File: config.mk
export PLATFORM = sky130hd
export DESIGN_NAME = systolic_ctrl
export DESIGN_NICKNAME = d
export VERILOG_FILES = /design/src/rtl/systolic_ctrl.sv
export SDC_FILE = /design/constraint.sdc
export NUM_CORES = 1
export LEC_CHECK = 0
export CAP_MARGIN = 20
export CORE_AREA = 2 2 183 185
export DETAILED_ROUTE_END_ITERATION = 8
export DIE_AREA = 0 0 185 187
export PLACE_DENSITY_LB_ADDON = 0.2
export SKIP_CTS_REPAIR_TIMING = 1
export SYNTH_ARGS = -nofsm -noshare
export SYNTH_HDL_FRONTEND = slang
export SYNTH_SLANG_ARGS = --single-unit
File: constraint.sdc
create_clock -name clk -period 3.16 [get_ports clk]
set_clock_uncertainty 0.2 [all_clocks]
set_input_delay 0.632 -clock clk [delete_from_list [all_inputs] [get_ports clk]]
set_output_delay 0.632 -clock clk [all_outputs]
set_load 0.01 [all_outputs]
File: src/rtl/systolic_ctrl.sv
// systolic_ctrl: sequencing controller for an external N x N weight-stationary
// systolic array. It runs one job at a time in four steps:
//   1. Stream N weight rows into the array.
//   2. Spend one flush cycle.
//   3. Stream tile_len activation rows into the array. A row is sent only on
//      a handshake; otherwise a zero bubble row is sent.
//   4. Drain for 2N cycles, so the last result can leave the array.
// A 2N-deep tag shift register marks which array outputs are real result
// rows and which are bubbles.
//
// Ports:
//   clk, rst_n            clock, asynchronous active-low reset
//   start, tile_len       start a job; tile_len = number of activation rows
//   w_valid/w_ready/w_data  weight-row handshake (N*DATA_WIDTH row)
//   a_valid/a_ready/a_data  activation-row handshake (N*DATA_WIDTH row)
//   arr_a, arr_b          array activation / weight operand rows
//   arr_sum_in            array partial-sum input row
//   arr_mode              array mode, tied 0 (weight-stationary)
//   arr_state             0 = weight load, 1 = compute
//   arr_sum_out           column-aligned array result row
//   res_valid, res_data   result strobe and row (no backpressure)
//   busy, done            job in progress / one-cycle end-of-job pulse
//   bias                  (SYSTOLIC_CTRL_BIAS_EN only) latched on start and
//                         driven on arr_sum_in during COMPUTE and DRAIN
//
// Build option: define SYSTOLIC_CTRL_BIAS_EN to add the bias port.
module systolic_ctrl #(
  parameter int DATA_WIDTH     = 16,
  parameter int SUM_WIDTH      = 16,
  parameter int SYSTOLIC_WIDTH = 4,
  parameter int LEN_WIDTH      = 8
) (
  input  logic                                clk,
  input  logic                                rst_n,
  input  logic                                start,
  input  logic [LEN_WIDTH-1:0]                tile_len,
  input  logic                                w_valid,
  output logic                                w_ready,
  input  logic [SYSTOLIC_WIDTH*DATA_WIDTH-1:0] w_data,
  input  logic                                a_valid,
  output logic                                a_ready,
  input  logic [SYSTOLIC_WIDTH*DATA_WIDTH-1:0] a_data,
`ifdef SYSTOLIC_CTRL_BIAS_EN
  input  logic [SYSTOLIC_WIDTH*SUM_WIDTH-1:0]  bias,
`endif
  output logic [SYSTOLIC_WIDTH*DATA_WIDTH-1:0] arr_a,
  output logic [SYSTOLIC_WIDTH*DATA_WIDTH-1:0] arr_b,
  output logic [SYSTOLIC_WIDTH*SUM_WIDTH-1:0]  arr_sum_in,
  output logic                                arr_mode,
  output logic                                arr_state,
  input  logic [SYSTOLIC_WIDTH*SUM_WIDTH-1:0]  arr_sum_out,
  output logic                                res_valid,
  output logic [SYSTOLIC_WIDTH*SUM_WIDTH-1:0]  res_data,
  output logic                                busy,
  output logic                                done
);

  localparam int TAG_DEPTH = 2 * SYSTOLIC_WIDTH;
  localparam logic [LEN_WIDTH-1:0] LAST_W = LEN_WIDTH'(SYSTOLIC_WIDTH - 1);
  localparam logic [LEN_WIDTH-1:0] LAST_D = LEN_WIDTH'(TAG_DEPTH - 1);
  localparam logic [LEN_WIDTH-1:0] ONE    = LEN_WIDTH'(1);

  typedef enum logic [2:0] {
    IDLE,
    LOAD,
    FLUSH,
    COMPUTE,
    DRAIN,
    DONE
  } state_t;

  state_t                 state_q, state_d;
  logic [LEN_WIDTH-1:0]   cnt_q, cnt_d;
  logic [LEN_WIDTH-1:0]   len_q, len_d;
  logic [TAG_DEPTH-1:0]   tag_q, tag_d;

  always_ff @(posedge clk or negedge rst_n) begin
    if (!rst_n) begin
      state_q <= IDLE;
      cnt_q   <= '0;
      len_q   <= '0;
      tag_q   <= '0;
    end else begin
      state_q <= state_d;
      cnt_q   <= cnt_d;
      len_q   <= len_d;
      tag_q   <= tag_d;
    end
  end

  // One counter serves the weight rows, the activation rows and the drain
  // cycles. It is cleared on every state change, so an activation count of
  // 2^LEN_WIDTH-1 ends at len_q-1 and never wraps.
  always_comb begin
    state_d   = state_q;
    cnt_d     = cnt_q;
    len_d     = len_q;
    tag_d     = {tag_q[TAG_DEPTH-2:0], 1'b0};
    w_ready   = 1'b0;
    a_ready   = 1'b0;
    arr_a     = '0;
    arr_b     = '0;
    arr_state = 1'b0;
    busy      = 1'b1;
    done      = 1'b0;

    case (state_q)
      IDLE: begin
        busy  = 1'b0;
        cnt_d = '0;
        if (start) begin
          len_d   = tile_len;
          state_d = (tile_len == '0) ? DONE : LOAD;
        end
      end

      // Rows go to the array in the order they are accepted. The array
      // shifts them downward, so the first row accepted ends up in row N-1.
      LOAD: begin
        w_ready = 1'b1;
        if (w_valid) begin
          arr_b = w_data;
          if (cnt_q == LAST_W) begin
            cnt_d   = '0;
            state_d = FLUSH;
          end else begin
            cnt_d = cnt_q + ONE;
          end
        end
      end

      FLUSH: state_d = COMPUTE;

      COMPUTE: begin
        arr_state = 1'b1;
        a_ready   = 1'b1;
        if (a_valid) begin
          arr_a    = a_data;
          tag_d[0] = 1'b1;
          if (cnt_q == len_q - ONE) begin
            cnt_d   = '0;
            state_d = DRAIN;
          end else begin
            cnt_d = cnt_q + ONE;
          end
        end
      end

      DRAIN: begin
        arr_state = 1'b1;
        if (cnt_q == LAST_D) begin
          cnt_d   = '0;
          state_d = DONE;
        end else begin
          cnt_d = cnt_q + ONE;
        end
      end

      DONE: begin
        done    = 1'b1;
        state_d = IDLE;
      end

      default: state_d = IDLE;
    endcase
  end

`ifdef SYSTOLIC_CTRL_BIAS_EN
  logic [SYSTOLIC_WIDTH*SUM_WIDTH-1:0] bias_q, bias_d;

  always_ff @(posedge clk or negedge rst_n) begin
    if (!rst_n) bias_q <= '0;
    else        bias_q <= bias_d;
  end

  always_comb begin
    bias_d = bias_q;
    if (state_q == IDLE && start) bias_d = bias;
    arr_sum_in = (state_q == COMPUTE || state_q == DRAIN) ? bias_q : '0;
  end
`else
  assign arr_sum_in = '0;
`endif

  assign arr_mode  = 1'b0;
  assign res_valid = tag_q[TAG_DEPTH-1];
  // res_data is gated with res_valid: no latency is added, and it reads 0
  // while in reset.
  assign res_data  = res_valid ? arr_sum_out : '0;

endmodule

==> impl_metrics.toml <==
[placed_design]
gp_congestion = 0.734
dpl_cell_area_sq_um = 7680
pre_cts_slack_ns = 0.306
io_buffers = 402
hpwl_microns = 15900

[floorplanning]
start_util = 0.101
ios = 468
dieHeight_microns = 187
die_width_microns = 185
core_area_sq_um = 32900
rows = 67
dieArea_sq_um = 34600

[pwr]
power.density_nw_per_um2 = 513
power.share.switching = 0.416
p_seq_frac = 0.151
leakagePower_nw = 3.42
intPower_mw = 2.33
combPwrFrac = 0.773
clockPowerShare = 0.077
irDropWorstVdd_mv = 0.238
p_sw_mw = 1.66

[global_route]
grt_pass1_wl_microns = 25700
grt_usage = 0.0995
grt_pass1_vias = 4128
grt_start_max_net_pins = 68
antenna_found_initial = 1
grt.overflow.total = 0

[flow_run]
max_cap_violations = 0

[logic_synthesis]
yosysTopAreaCellShare = 0.254
synth_top_area_cell = "and3_1"
synth_cells = 447
synth-seq-cells = 27
syn-mean-instance-area_sq_um = 7.44
yosys-top-cells-area = "and3_1, dfrtp_1, buf_4, and2_1, clkbuf_1"
synth_cell_types = 41
synth_area_sq_um = 3330
ys_seq_area_frac = 0.203
yosys_warnings = 0

[drt]
wl_per_cell_microns = 14.9
drc = 0
drt_iter0_drc = 127
drtAntennaViolNets = 0
vias = 4435
vias_per_cell = 3.48
wl_microns = 19000
first_pass_iters = 6

[final_layout]
fillers = 3636
most-common-layout-cells = "clkdlybuf4s50_1, and3_1, conb_1"
final_area_sq_um = 7760
seqCellArea_sq_um = 676
syn_to_final_growth_pct = 133
final_nets = 1034
drive_gt1_frac = 0.0400
multiInputGateArea_sq_um = 2230
final_core_utilization = 0.236
mostFrequentLayoutCell = "clkdlybuf4s50_1"

[critical_path]
cp_slowest_stage_delay_ns = 0.57
cp_num_cells = 5
crit_path_start = "state_q[2]"
cp-start-kind = "flip-flop"
r2r_cells = 9
crit_fanout = 65
cp-end-kind = "output port"
cp_top_family = "buffers and inverters"
cp_cell_sequence = "nand2b_1, nor2_4, buf_12, and3_1, clkdlybuf4s50_1"
arrival_ns = 2.07
critical-path-slowest-cell = "clkdlybuf4s50_1"
path_class = "flip-flop to output port"
r2r_start = "len_q[0]"
crit_required_ns = 2.33
cp_num_buf_inv = 2

[sta]
setup_slack_ns = 0.258
holdWs_ns = 0.148
slew_violations = 0
fmax_ghz = 0.345
period_share = 0.918
setup_violations = 0
rsz0062_at_grt = "false"
fin_tns_setup_ns = 0
min_period_ns = 2.90
timing_hold_violations_final = 0

[clock_tree]
htree_levels = 1
path_clk_slew_ns = 0.07
cts_tree = "yes"
numCtsBuffers = 3
clk_latency_ns = 0.27
clockBufferDepth = 2
root_buffer = "clkbuf_16"
clock-sinks = 27

[min_path]
hold_path_class = "flip-flop to flip-flop"
hold_depth = 0
hold_start = "tag_q[5]"

[status]
run_status = "completed"
## cells in the mapped netlist
cell type and instances:
a211oi_4 1, a21oi_1 9, a221o_1 2, a22o_1 1, a22oi_1 1, a2bb2oi_1 1
a31o_1 1, a31oi_1 4, and2_1 64, and3_1 135, and3b_1 1, and4bb_1 1
buf_4 65, buf_6 1, clkbuf_1 39, conb_1 1, dfrtp_1 27, ha_1 2
inv_1 7, mux2_2 8, mux2i_1 3, nand2_1 9, nand2b_1 1, nand3_1 8
nand3b_1 2, nand4_1 1, nor2_1 13, nor2b_1 5, nor3_1 3, nor3b_1 1
nor4_1 3, nor4_2 1, o2111ai_1 1, o211ai_2 1, o21a_1 2, o21ai_0 8
o21ai_1 1, o22ai_1 1, or3_1 3, xnor2_1 5, xor2_1 4
## registers in the layout, indices dropped and copies added (netlist names)
name,cells
cnt_q,8
len_q,8
tag_q,8
state_q,3
## through the flow
step                total power [mW]  std cells
floorplan                       2.08        511
global placement                3.76       1270
detailed placement              3.72       1270
CTS                             4.05       1274
global route                    4.30       1275
finish                          3.98       1275
## power groups by stage
stage	Sequential (mW)	Clock [mW]	Combinational, mW
after floorplan	0.567	0	1.51
after global placement	0.605	0	3.16
after detailed placement	0.609	0	3.11
after CTS	0.602	0.312	3.13
after global routing	0.619	0.338	3.35
final	0.601	0.305	3.08
## final timing paths
kind / end / slack, ns
setup / recovery: arr_b[41] / 0.26
max in group asynchronous: len_q[0] / 1.95
setup reg to reg: cnt_q[6] / 0.30
hold reg to reg: tag_q[6] / 0.15
min in group asynchronous: cnt_q[6] / 0.54
hold / removal: tag_q[6] / 0.15
## layout make-up
| class | count | area share |
|---|---|---|
| timing repair buffer | 416 | 0.539 |
| clock inverter | 1 | 0.00113 |
| inverter | 7 | 0.00338 |
| clock buffer | 3 | 0.00967 |
| sequential | 27 | 0.0870 |
| antenna | 1 | 0.000322 |
| multi-input combinational | 372 | 0.288 |
| tap | 448 | 0.0722 |
## layer usage
metal | track usage | vias to the layer above | share of wire
met1 | 0.0932 | 1980 | 0.32
met2 | 0.211 | 291 | 0.57
met5 | 0 | - | 0
li1 | - | 2160 | -
met3 | 0.0271 | 4 | 0.10
met4 | 0.0134 | 0 | 0.0029
## cell families after synthesis
family / Yosys count / share of synthesized area
AOI/OAI and AO/OA: 34 / 0.0696
xor gates and xnor gates: 9 / 0.0237
adders and majority gates: 2 / 0.00752
buffers and inverters: 112 / 0.202
DFF: 27 / 0.203
muxes: 11 / 0.0361
other: 1 / 0.00113
and+or+nand+nor: 251 / 0.457
No activity file was read; power rests on OpenSTA's default activity.
